[src/rtl/ones_csum_checker_eac_add.sv]
// WIDTH-bit end-around-carry (ones'-complement) adder, purely combinational.
module ones_eac_add #(
  parameter int WIDTH = 4
) (
  input  logic [WIDTH-1:0] a,
  input  logic [WIDTH-1:0] b,
  output logic [WIDTH-1:0] y
);

  logic [WIDTH:0] s;

  // Plain add, then fold the carry back into bit 0; the fold cannot carry again.
  always_comb begin
    s = {1'b0, a} + {1'b0, b};
    y = s[WIDTH-1:0] + {{(WIDTH-1){1'b0}}, s[WIDTH]};
  end

endmodule

[config.mk]
export PLATFORM = sky130hd
export DESIGN_NAME = ones_eac_add
export DESIGN_NICKNAME = d
export VERILOG_FILES = /design/src/rtl/ones_csum_checker_eac_add.sv
export SDC_FILE = /design/constraint.sdc
export NUM_CORES = 1
export LEC_CHECK = 0
export CAP_MARGIN = 20
export CORE_AREA = 2 2 39 41
export DETAILED_ROUTE_END_ITERATION = 10
export DIE_AREA = 0 0 41 43
export PLACE_DENSITY_LB_ADDON = 0.1
export SYNTH_ARGS = -nofsm -noshare
export SYNTH_HDL_FRONTEND = slang
export SYNTH_SLANG_ARGS = --single-unit
[constraint.sdc]
create_clock -name vclk -period 3.65
set_input_delay 0.5475 -clock vclk [all_inputs]
set_output_delay 0.5475 -clock vclk [all_outputs]
set_load 0.05 [all_outputs]
==> results.py <==
metrics = {
    "outcome": {
        "outcome": "finished, final reports clean",
    },
    "route": {
        "via_per_inst": 4.364,
        "ant_nets": 0,
        "num_vias": 240,
        "wl_um": 538,
        "drt_iter0_drc": 1,
        "drtPass1Iterations": 2,
        "drc_errors": 0,
        "wire_per_inst_um": 9.782,
    },
    "clock_network": {
        "cts.hold.buffers_added": 0,
        "cts.repair.resized": 0,
        "post-cts-setup-buffer-count": 0,
    },
    "timing": {
        "hold_viol_final": 0,
        "fmax_ghz": 0.2838,
        "finalSetupTns_ps": 0,
        "worst_hold_slack_ps": 1976,
        "slew_viol_final": 0,
        "setup_viol_count_final": 0,
        "slew_headroom_pct": 70.20,
        "post-route-min-period_ps": 3523,
        "fin_crit_sh_pct": 96.53,
        "worstMarginPinSlew_ps": 443.8,
    },
    "finish": {
        "drive_gt1_share_pct": 15.38,
        "nClkBuffers": 0,
        "seqCellArea_sq_um": 0,
        "final_cells": 55,
        "stdcell_area_sq_um": 392.9,
        "n_antenna_cell": 0,
        "nFlopsAndLatches": 0,
        "multiInputGateArea_sq_um": 222.7,
        "nFillCells": 148,
        "syn2layout_area_growth_pct": 70.65,
        "finalNetCount": 56,
    },
    "grt": {
        "grt_pass1_wl_um": 931,
        "antenna_found_initial": 0,
        "gr-total-overflow": 0,
        "track_usage_pct": 6.900,
        "grt_pass1_vias": 233,
        "grt_start_max_net_pins": 7,
    },
    "power_and_ir_drop": {
        "p_leak_nw": 0.1804,
        "switching_share_pct": 55.90,
        "power.internal_mw": 0.05317,
        "clock_power_share_pct": 0,
        "pwr-share-comb_pct": 100.0,
        "p_switching_mw": 0.06740,
        "seqPwrFrac_pct": 0,
        "p_total_mw": 0.1206,
        "power.density_nw_per_um2": 306.9,
        "ir_worst_vdd_mv": 0.1493,
    },
    "synth": {
        "synth-simple-area-share_pct": 15.22,
        "synth_xor_area_share_pct": 7.609,
        "postSynthCellCount": 27,
        "synth_compound_area_share_pct": 29.35,
        "yosysMostFrequentCell": "ha_1",
        "synth_top_area_share_pct": 32.61,
        "yosys_warnings": 0,
        "synth_area_sq_um": 230.2,
        "synth_seq_area_share_pct": 0,
        "postSynthNetCount": 42,
        "yosysTopAreaCell": "ha_1",
        "synth.area.top_cells": "ha_1 (33%), fa_1 (8.7%), o32ai_2 (7.1%), inv_1 (6.5%), nor2b_1 (5.4%)",
        "synthAdderAreaFrac_pct": 41.30,
        "synth_mux_area_share_pct": 0,
        "avgSynthCellArea_sq_um": 8.527,
        "synthTopCellsByCount": "ha_1 (6), inv_1 (4), nor2b_1 (2)",
        "synth_cell_types": 18,
        "synth_top_family_by_area": "adder cells",
    },
    "placement": {
        "numPortBuffers": 12,
        "placed_cells": 55,
        "place.gp.congestion": 0.6673,
        "hpwl_um": 434.9,
        "place_area_sq_um": 385.4,
    },
    "setup_path": {
        "cp_common_cell": "ha_1",
        "required_ps": 3100,
        "cp_top_family": "adder cells",
        "cp_cell_sequence": "clkdlybuf4s50_1 -> ha_1 -> inv_1 -> fa_1 -> nor2b_1 -> o21ai_0 -> nand2b_1 -> ha_1 -> nor2b_4 -> o21bai_1 -> o32ai_2 -> buf_12",
        "max_stage_delay_ps": 460,
        "crit_arrival_ps": 2980,
        "cp_max_fo": 3,
        "critPathCaptureType": "output pin",
        "critPathSlowestCell": "clkdlybuf4s50_1",
        "worstSetupPathType": "input pin to output pin",
        "worst-path-buf-inv": 3,
        "startpoint_type": "input pin",
    },
    "worst_hold_path": {
        "hp-class": "input pin to output pin",
    },
    "die": {
        "rows": 14,
        "dieWidth_um": 41,
        "coreArea_sq_um": 1384,
        "io_pins": 12,
        "initial_core_util_pct": 16.64,
        "die_h_um": 43,
        "die_area_sq_um": 1763,
    },
    "run": {
        "maxCapViolCount": 0,
    },
}
==> layer usage <==
metal / global-route usage [%] / wire [um] / vias up
met5: 0 / 0 / -
li1: - / - / 122
met2: 10.94 / 247 / 8
met4: 0 / 0 / 0
met3: 0 / 37 / 0
met1: 10.79 / 254 / 110
==> layout make-up <==
| cell class | instances | area share (%) |
|---|---|---|
| timing repair buffer | 12 | 34.39 |
| multi-input combinational | 23 | 56.69 |
| inverter | 4 | 3.822 |
| tap | 16 | 5.096 |
==> power groups by stage <==
stage	combinational [mW]	sequential (mW)	clock (mW)
2_1_floorplan	0.0746	0	0
3_3_place_gp	0.119	0	0
3_5_place_dp	0.118	0	0
4_1_cts	0.119	0	0
5_1_grt	0.129	0	0
6_report	0.121	0	0
==> cell families after synthesis <==
logic type,after synthesis
AO/OA/AOI/OAI,8
adder cells (fa/ha/maj),7
AND/OR/NAND/NOR,6
buffers and inverters,4
XOR/XNOR,2
==> layout by cell type, fill, tap and decap left out, drive strengths merged <==
master | netlist | routed
xnor2 | 1 | 1
nor2b | 2 | 2
o32ai | 1 | 1
nor3b | 1 | 1
a22o | 1 | 1
clkdlybuf4s50 | 0 | 8
fa | 1 | 1
a21o | 1 | 1
o21bai | 1 | 1
inv | 4 | 4
o21ai | 1 | 1
nor2 | 1 | 1
nand3 | 1 | 1
a32o | 1 | 1
buf | 0 | 4
ha | 6 | 6
xor2 | 1 | 1
nand2b | 1 | 1
a21oi | 1 | 1
a21boi | 1 | 1
==> through the flow <==
step,util (%),setup WS (ps)
6_report,28.39,126.6
3_3_place_gp,27.85,198.8
2_1_floorplan,-,477.9
3_5_place_dp,27.85,170.3
4_1_cts,27.85,162.3
5_1_grt,28.39,-38.47
==> tightest hold or removal path: stages <==
cell,delay (ps)
clkdlybuf4s50_1,460
ha_1,120
ha_1,110
buf_4,190
==> path summary, 6_finish.rpt <==
check	slack [ps]	start	cells past startpoint	end
min	1980	b[0]	4	y[0]
max	130	a[0]	12	y[3]
Power figures use the tool's default switching activity.
